==> config.mk <==
export PLATFORM = sky130hd
export DESIGN_NAME = gate_sweep_ctrl_flat
export DESIGN_NICKNAME = d
export VERILOG_FILES = /design/src/rtl/gate_sweep_ctrl_if.sv /design/src/rtl/gate_sweep_ctrl.sv /design/src/flat_wrapper.sv
export SDC_FILE = /design/constraint.sdc
export NUM_CORES = 1
export LEC_CHECK = 0
export ABC_AREA = 0
export CAP_MARGIN = 10
export CORE_ASPECT_RATIO = 1.4
export CORE_UTILIZATION = 53
export DETAILED_ROUTE_END_ITERATION = 7
export PLACE_DENSITY = 0.85
export SYNTH_ARGS = -nofsm -noshare
export SYNTH_HDL_FRONTEND = slang
export SYNTH_SLANG_ARGS = --single-unit
==> constraint.sdc <==
create_clock -name clk -period 2.83 [get_ports clk]
set_input_delay 0.283 -clock clk [delete_from_list [all_inputs] [get_ports clk]]
set_output_delay 0.283 -clock clk [all_outputs]
set_load 0.05 [all_outputs]
==> src/rtl/gate_sweep_ctrl_if.sv <==
// gate_sweep_ctrl_if
// Bundles the signals exchanged between the sweep sequencer and its
// surroundings (board controls on one side, the gate under test on the other).
//   start     : level request to begin a sweep
//   x         : output of the gate under test
//   a, b      : gate inputs driven by the sequencer
//   busy      : sweep in progress
//   done      : one-cycle completion pulse
//   pass      : last completed sweep had no mismatches
//   fail_mask : per-vector mismatch flags of the last sweep
//   err_cnt   : number of mismatching vectors of the last sweep
// The slave modport is the sequencer; master is whoever drives start/x.
interface gate_sweep_ctrl_if;
  logic       start;
  logic       x;
  logic       a;
  logic       b;
  logic       busy;
  logic       done;
  logic       pass;
  logic [3:0] fail_mask;
  logic [2:0] err_cnt;

  modport master (
    output start,
    output x,
    input  a,
    input  b,
    input  busy,
    input  done,
    input  pass,
    input  fail_mask,
    input  err_cnt
  );

  modport slave (
    input  start,
    input  x,
    output a,
    output b,
    output busy,
    output done,
    output pass,
    output fail_mask,
    output err_cnt
  );
endinterface

==> src/rtl/gate_sweep_ctrl.sv <==
// gate_sweep_ctrl
// Walks a 2-input gate through the vectors {a,b} = 00,10,01,11, holds each
// for SETTLE cycles, samples the gate output and compares it against the
// EXPECT truth table (bit i = expected x for vector i, default XOR).
// Ports:
//   clk   : system clock, all state on the rising edge
//   rst_n : synchronous active-low reset
//   bus   : gate_sweep_ctrl_if slave (start/x in, a/b/busy/done/pass/
//           fail_mask/err_cnt out)
// SETTLE must lie in 1..15 so the settle counter fits in 4 bits.
module gate_sweep_ctrl #(
  parameter int unsigned SETTLE = 4,
  parameter logic [3:0]  EXPECT = 4'b0110
) (
  input logic             clk,
  input logic             rst_n,
  gate_sweep_ctrl_if.slave bus
);

  typedef enum logic {IDLE, RUN} state_t;

  localparam logic [3:0] SETTLE_LAST = 4'(SETTLE - 1);

  state_t     state_q, state_d;
  logic [1:0] idx_q, idx_d;
  logic [3:0] cnt_q, cnt_d;
  logic [3:0] mask_q, mask_d;
  logic       a_q, a_d;
  logic       b_q, b_d;
  logic       busy_q, busy_d;
  logic       done_q, done_d;
  logic       pass_q, pass_d;
  logic [3:0] fail_mask_q, fail_mask_d;
  logic [2:0] err_cnt_q, err_cnt_d;
  logic [3:0] sample_mask;

  function automatic logic [2:0] popcount4(input logic [3:0] m);
    popcount4 = 3'(m[0]) + 3'(m[1]) + 3'(m[2]) + 3'(m[3]);
  endfunction

  always_comb begin
    state_d     = state_q;
    idx_d       = idx_q;
    cnt_d       = cnt_q;
    mask_d      = mask_q;
    a_d         = a_q;
    b_d         = b_q;
    busy_d      = busy_q;
    done_d      = 1'b0;
    pass_d      = pass_q;
    fail_mask_d = fail_mask_q;
    err_cnt_d   = err_cnt_q;
    sample_mask = mask_q;

    case (state_q)
      IDLE: begin
        // Result registers clear at launch so a stale verdict never
        // coexists with busy.
        if (bus.start) begin
          state_d     = RUN;
          idx_d       = 2'd0;
          cnt_d       = 4'd0;
          mask_d      = 4'd0;
          a_d         = 1'b0;
          b_d         = 1'b0;
          busy_d      = 1'b1;
          pass_d      = 1'b0;
          fail_mask_d = 4'd0;
          err_cnt_d   = 3'd0;
        end
      end
      RUN: begin
        if (cnt_q < SETTLE_LAST) begin
          cnt_d = cnt_q + 4'd1;
        end else begin
          cnt_d                = 4'd0;
          sample_mask[idx_q]   = (bus.x != EXPECT[idx_q]);
          mask_d               = sample_mask;
          if (idx_q != 2'd3) begin
            idx_d = idx_q + 2'd1;
            a_d   = idx_d[0];
            b_d   = idx_d[1];
          end else begin
            // The vector-3 result is folded in via sample_mask, not mask_q.
            state_d     = IDLE;
            busy_d      = 1'b0;
            done_d      = 1'b1;
            a_d         = 1'b0;
            b_d         = 1'b0;
            fail_mask_d = sample_mask;
            err_cnt_d   = popcount4(sample_mask);
            pass_d      = (sample_mask == 4'd0);
          end
        end
      end
      default: state_d = IDLE;
    endcase
  end

  always_ff @(posedge clk) begin
    if (!rst_n) begin
      state_q     <= IDLE;
      idx_q       <= 2'd0;
      cnt_q       <= 4'd0;
      mask_q      <= 4'd0;
      a_q         <= 1'b0;
      b_q         <= 1'b0;
      busy_q      <= 1'b0;
      done_q      <= 1'b0;
      pass_q      <= 1'b0;
      fail_mask_q <= 4'd0;
      err_cnt_q   <= 3'd0;
    end else begin
      state_q     <= state_d;
      idx_q       <= idx_d;
      cnt_q       <= cnt_d;
      mask_q      <= mask_d;
      a_q         <= a_d;
      b_q         <= b_d;
      busy_q      <= busy_d;
      done_q      <= done_d;
      pass_q      <= pass_d;
      fail_mask_q <= fail_mask_d;
      err_cnt_q   <= err_cnt_d;
    end
  end

  assign bus.a         = a_q;
  assign bus.b         = b_q;
  assign bus.busy      = busy_q;
  assign bus.done      = done_q;
  assign bus.pass      = pass_q;
  assign bus.fail_mask = fail_mask_q;
  assign bus.err_cnt   = err_cnt_q;

endmodule

==> src/flat_wrapper.sv <==
// flat-port wrapper written by rule: the top's interface ports become plain ports
module gate_sweep_ctrl_flat 
#(
  parameter int unsigned SETTLE = 4,
  parameter logic [3:0]  EXPECT = 4'b0110
)
  (clk, rst_n, bus_start, bus_x, bus_a, bus_b, bus_busy, bus_done, bus_pass, bus_fail_mask, bus_err_cnt);
  gate_sweep_ctrl_if bus_i ();
  input logic clk;
  input logic rst_n;
  input wire logic [$bits(bus_i.start)-1:0] bus_start;
  input wire logic [$bits(bus_i.x)-1:0] bus_x;
  output wire logic [$bits(bus_i.a)-1:0] bus_a;
  output wire logic [$bits(bus_i.b)-1:0] bus_b;
  output wire logic [$bits(bus_i.busy)-1:0] bus_busy;
  output wire logic [$bits(bus_i.done)-1:0] bus_done;
  output wire logic [$bits(bus_i.pass)-1:0] bus_pass;
  output wire logic [$bits(bus_i.fail_mask)-1:0] bus_fail_mask;
  output wire logic [$bits(bus_i.err_cnt)-1:0] bus_err_cnt;
  assign bus_i.start = bus_start;
  assign bus_i.x = bus_x;
  assign bus_a = bus_i.a;
  assign bus_b = bus_i.b;
  assign bus_busy = bus_i.busy;
  assign bus_done = bus_i.done;
  assign bus_pass = bus_i.pass;
  assign bus_fail_mask = bus_i.fail_mask;
  assign bus_err_cnt = bus_i.err_cnt;
  gate_sweep_ctrl #(.SETTLE(SETTLE), .EXPECT(EXPECT)) u_core (.clk(clk), .rst_n(rst_n), .bus(bus_i));
endmodule
==> results.json <==
{
  "fill_cells": 157,
  "die_w_um": 41.6,
  "synth-edff-count": 0,
  "clkLatencyLatePin_ns": 0.32,
  "synth_area_leaders": "dfxtp_1, ha_1, a211o_1, nand3_1, a21boi_0",
  "multi_input_comb_area_um2": 638,
  "hold_path.class": "reg -> reg",
  "grt_max_degree": 16,
  "ys_seq_area_share_pct": 39.5,
  "clk_pin_slew_worst_paths_ns": 0.13,
  "wl_per_cell_um": 14.3,
  "fin_crit_ns": 2.63,
  "tritoncts": "built",
  "tightest_slew_ns": 0.571,
  "leakagePower_nw": 0.492,
  "busiest_layer": "met2",
  "grtUsageTotal_pct": 20.8,
  "cp.arrival_ns": 2.89,
  "startpoint": "u_core.idx_q[0]$_SDFFE_PN0P_",
  "clkSinkCount": 23,
  "drc_errors": 0,
  "area_growth_pct": 15.4,
  "synth_cells": 123,
  "ys_types": 35,
  "setup_viol": 0,
  "async_flop_share_pct": 0,
  "startpoint_type": "register",
  "powerDensity_nw_per_um2": 392,
  "fin_area_um2": 1340,
  "timing.final.max_slew_violations": 0,
  "hpwl_um": 1680,
  "use_met3_pct": 1.90,
  "drive_gt1_share_pct": 8.03,
  "skew_ns": 0.00212,
  "grtUsageMet1_pct": 22.2,
  "drtIter0Drc": 17,
  "required_ns": 3.09,
  "die-area_um2": 2390,
  "post-route-period-util_pct": 93.0,
  "status": "finished, final reports clean",
  "crit_type": "reg -> reg",
  "via_per_inst": 5.90,
  "ys_ff_latch": 23,
  "hold_path.startpoint": "u_core.bus.fail_mask[3]$_SDFFE_PN0P_",
  "postPlaceCellArea_um2": 1320,
  "hold_violations": 0,
  "initial_core_util_pct": 57.6,
  "h-tree-depth": 1,
  "yosys_most_used_dff": "dfxtp_1",
  "detail-route-antenna-nets": 0,
  "grt_pass1_wl_um": 3820,
  "grt-ovfl-total": 0,
  "rsz0062_at_grt": "false",
  "synth_warnings": 0,
  "synth_nets": 136,
  "post_cts.repair.setup_buffers": 0,
  "clk_path_buf_depth": 2,
  "antenna_found_initial": 0,
  "r2r_start": "u_core.idx_q[0]$_SDFFE_PN0P_",
  "vdd_ir_drop_max_uv": 326,
  "drt-pass1-iter-count": 4,
  "rows": 19,
  "syn_avg_cell_area_um2": 9.47,
  "nNetsFinal": 151,
  "relSlewSlack_pct": 61.8,
  "vias": 932,
  "maxCapViolations": 0,
  "yosys.area.top_type_share_pct": 39.5,
  "hold_buffers": 0,
  "die_h_um": 57.5,
  "io_pins": 16,
  "io_buffers": 15,
  "yosys.area.top_type": "dfxtp_1",
  "cts-root-buf": "clkbuf_4",
  "numCtsBuffers": 3,
  "critPathMaxFanout": 7,
  "met2_usage_pct": 39.5,
  "grt_pass1_vias": 914,
  "gp_congestion": 0.796,
  "regArea_um2": 460,
  "syn_area_um2": 1160,
  "fmax_mhz": 380,
  "cp-end-kind": "register",
  "cts-resized-gates": 0,
  "antenna_cells": 0,
  "tns_ns": 0,
  "core_um2": 2020,
  "drt-total-wl_um": 2260
}
final timing paths:
kind	end	slack, ns	depth (start not counted)
max	u_core.bus.err_cnt[0]$_SDFFE_PN0P_	0.20	10
min	u_core.bus.fail_mask[3]$_SDFFE_PN0P_	0.47	2
min reg2reg	u_core.bus.fail_mask[3]$_SDFFE_PN0P_	0.47	2
max reg2reg	u_core.bus.err_cnt[0]$_SDFFE_PN0P_	0.20	10
sequential cells by signal, summed over array words and instances, names as in the netlist:
register	cells
u_core.cnt_q	4
u_core.bus.b	1
u_core.bus.fail_mask	4
u_core.state_q	1
u_core.mask_q	4
u_core.bus.err_cnt	3
u_core.bus.pass	1
u_core.bus.a	1
u_core.bus.done	1
u_core.bus.busy	1
u_core.idx_q	2
metrics by stage:
step	worst slack [ns]	hold WS [ns]	util, %	cells	power [W]
finish	0.197	0.475	66.5	158	0.000527
global route	0.0256	0.507	66.5	158	0.000543
CTS	0.208	0.479	66.5	158	0.000529
detailed placement	0.198	0.461	65.1	154	0.000378
global placement	0.336	0.451	65.1	154	0.000376
floorplan	0.371	0.436	-	123	0.000364
logic make-up (layout without fill, tap and decap cells):
logic type               Yosys count  in the layout  share of synthesized area (%)
XOR/XNOR                           1              1                          0.752
AO/OA/AOI/OAI                     37             37                           25.7
buffers and inverters             14             28                           5.69
flip-flops                        23             23                           39.5
adder cells (fa/ha/maj)            9              9                           10.3
AND/OR/NAND/NOR                   39             39                           18.0
cell usage after synthesis, drive strengths merged, types with 2 or more instances:
master,instances
buf,6
a211o,7
dfxtp,23
ha,8
nand2b,2
a21boi,9
a21o,3
nand3,12
or2b,2
o211ai,2
inv,6
nand2,6
and3,4
nor2,7
a31oi,2
nor3b,2
a21oi,8
where the power goes:
part / internal, W / total (W) / leakage (nW) / switching [W]
Combinational: 0.0000150 / 0.0000389 / 0.288 / 0.0000239
Clock: 0.0000531 / 0.000156 / 0.0177 / 0.000103
Sequential: 0.000327 / 0.000332 / 0.186 / 0.00000436
Total: 0.000395 / 0.000527 / 0.492 / 0.000131
placed cells by master (no fill, tap or decap), types with 3 or more instances in the layout:
cell	instances
a211o_1	7
a21boi_0	6
a21boi_1	3
a21o_1	3
a21oi_1	8
clkbuf_4	3
clkdlybuf4s50_1	15
dfxtp_1	23
ha_1	8
inv_1	6
nand2_1	6
nand3_1	12
nor2_1	7
critical path: stages, from the launching register on:
cell     delay (ns)
dfxtp_1        0.45
inv_1          0.10
ha_1           0.34
xnor2_1        0.42
a21oi_1        0.17
inv_1          0.08
ha_1           0.21
inv_1          0.07
fa_1           0.39
or2b_1         0.23
a21oi_1        0.11
layer usage:
layer | part of all wire, % | up-vias
met5 | 0 | -
met4 | 2.3 | 0
met3 | 2.4 | 5
met2 | 52 | 19
met1 | 43 | 441
li1 | - | 467
cell type report:
| class | instances | area share [%] |
|---|---|---|
| Sequential cell | 23 | 34.3 |
| Clock buffer | 3 | 1.68 |
| Timing Repair Buffer | 17 | 12.3 |
| Tap cell | 21 | 1.96 |
| Clock inverter | 1 | 0.372 |
| Inverter | 7 | 1.96 |
| Multi-Input combinational cell | 86 | 47.5 |
Power figures use the tool's default switching activity.
==> RTL change, RTL diff (config.mk and constraints unchanged) <==
Make the reset (`rst_n`) asynchronous in one clocked block. Comments in the files are not updated.
--- a/src/rtl/gate_sweep_ctrl.sv
+++ b/src/rtl/gate_sweep_ctrl.sv
@@ -98,5 +98,5 @@
   end
 
-  always_ff @(posedge clk) begin
+  always_ff @(posedge clk or negedge rst_n) begin
     if (!rst_n) begin
       state_q     <= IDLE;
Behaviour: differs if rst_n is asserted again (counterexample within 4 cycles, from zero or initial values and one cycle with rst_n low); with rst_n held inactive, the same outputs for 10 cycles.
==> RTL change against the unedited design <==
Worst setup slack better by 0.14 ns. Fmax up 5.8%. Critical endpoint is now u_core.bus.err_cnt[1]$_DFFE_PN0P_. Routed wire length fell by 6.8%. Non-clock buffer count stayed put. Synthesized area is 2.7% lower. Sequential cell count is the same. Design area shrank 2.0%.
Power is left out: it rests on default switching activity, and per cell area and clock period it moved more than threefold.
==> RTL change: results (changes against the unedited design) <==
| Step | Item | Value | Change |
|:---|:---|:---|:---|
| synth | Number of nets in the synthesized netlist | 118 | was 136 |
| drt | Vias per cell | 5.57 | was 5.90 |
| global routing | Largest net degree at the start of global routing | 24 | was 16 |
| finish | Fraction of standard cell area in multi-input logic | 36.6% | was 47.5% |
| synth | Commonest cells in the synthesized netlist | 23 x dfrtp_1, 15 x nand3_1, 10 x inv_1 | was 23 x dfxtp_1, 12 x nand3_1, 8 x a21oi_1, 8 x ha_1 |
| setup path | R2R setup slack | 0.34 ns | was 0.20 ns |
| drt | Met2 routed WL | 1.17 mm | was 1.18 mm |
| finish | Count of multi-input combinational gates | 67 | was 86 |
| finish | Layout inverter count without the clock tree | 11 | was 7 |
| drt | Final routed wirelength across all metal layers | 2.10 mm | was 2.26 mm |
| run status | Result of the run | completed | unchanged |
| finish | Clk_buf instances | 4 | was 3 |
| synth | Proportion of synthesized flip-flops having asynchronous set or reset | 100% | was 0% |
| global routing | Global-route usage over all layers | 21.4% | was 20.8% |
| drt | Metal-1 WL | 875 µm | was 973 µm |
| synth | Arithmetic-cell share of the synthesized area counting full adders, half adders and majority gates | 10.6% | was 10.3% |
| clock tree | Clock latency at the later pin of the worst-skew pair | 0.30 ns | was 0.32 ns |
| finish | Share of layout cells above drive strength 1 | 9.84% | was 8.03% |
| synth | Unique masters post-synth | 29 | was 35 |
| global routing | Met3 layer usage reported by global route | 3.56% | was 1.90% |
| synth | Fraction of the mapped netlist area in compound gates | 12.3% | was 25.7% |
| finish | Sequential share of cell area | 43.7% | was 34.3% |
| drt | Met3 WL post-DR | 45 µm | was 55 µm |
| finish | # nets final | 136 | was 151 |
| timing | Worst Max-Slew Pin Slew | 0.995 ns | was 0.571 ns |
| setup path | Data arrival time at the worst-slack endpoint | 2.66 ns | was 2.89 ns |
| drt | Number of DRC markers in iteration 0 | 7 | was 17 |
| setup path | Reg-to-reg endpoint | u_core.bus.err_cnt[1]$_DFFE_PN0P_ | was u_core.bus.err_cnt[0]$_SDFFE_PN0P_ |
| synth | Share of the synthesized netlist area taken by xor and xnor gates | 1.55% | was 0.752% |
| finish | Fraction of area in clock buffers and inverters | 2.00% | was 2.05% |
| place | Weighted congestion reported at the end of routability-driven placement | 0.734 | was 0.796 |
| place | Total half-perimeter wirelength after legalization and detailed placement | 1.59 mm | was 1.68 mm |
| setup path | Reg2reg path depth | 11 | was 10 |
| timing | Worst-case clock skew | 0.00247 ns | was 0.00212 ns |
| setup path | Cell at the slowest stage of the critical path | dfrtp_1 | was dfxtp_1 |
| synth | Main area contributors after synthesis | dfrtp_1 51%, ha_1 8.8%, nand3_1 6.6% | was dfxtp_1 40%, ha_1 8.6%, a211o_1 5.3% |
| global routing | Global Route met2 Usage | 36.8% | was 39.5% |
| synth | Post-synthesis mux area share | 2.65% | was 0% |
| hold path | Worst Hold Path EP | u_core.bus.busy$_DFFE_PN0P_ | was u_core.bus.fail_mask[3]$_SDFFE_PN0P_ |
-- RTL change: critical path, delay by kind of cell, from the launching register on --
| family | cells | cell delay, ns |
|---|---|---|
| AO/OA/AOI/OAI | 1 | 0.06 |
| XOR/XNOR | 1 | 0.20 |
| buffers and inverters | 4 | 0.25 |
| flip-flops | 1 | 0.46 |
| multiplexers | 1 | 0.17 |
| adder cells (fa/ha/maj) | 4 | 1.21 |
-- RTL change: stage by stage --
stage	cell area, µm²	worst slack, ns	instances	hold WS, ns
2_1_floorplan	1130	0.588	105	-0.0126
3_3_place_gp	1290	0.460	139	0.459
3_5_place_dp	1290	0.380	139	0.467
4_1_cts	1320	0.356	143	0.497
5_1_grt	1320	0.159	143	0.532
6_report	1320	0.341	143	0.495
-- RTL change: cell families (layout without fill, tap and decap cells) --
logic type               Yosys count  after routing
AND/OR/NAND/NOR                   34             34
buffers and inverters             15             32
adder cells (fa/ha/maj)            9              9
XOR/XNOR                           2              2
flip-flops                        23             23
multiplexers                       3              3
AO/OA/AOI/OAI                     19             19
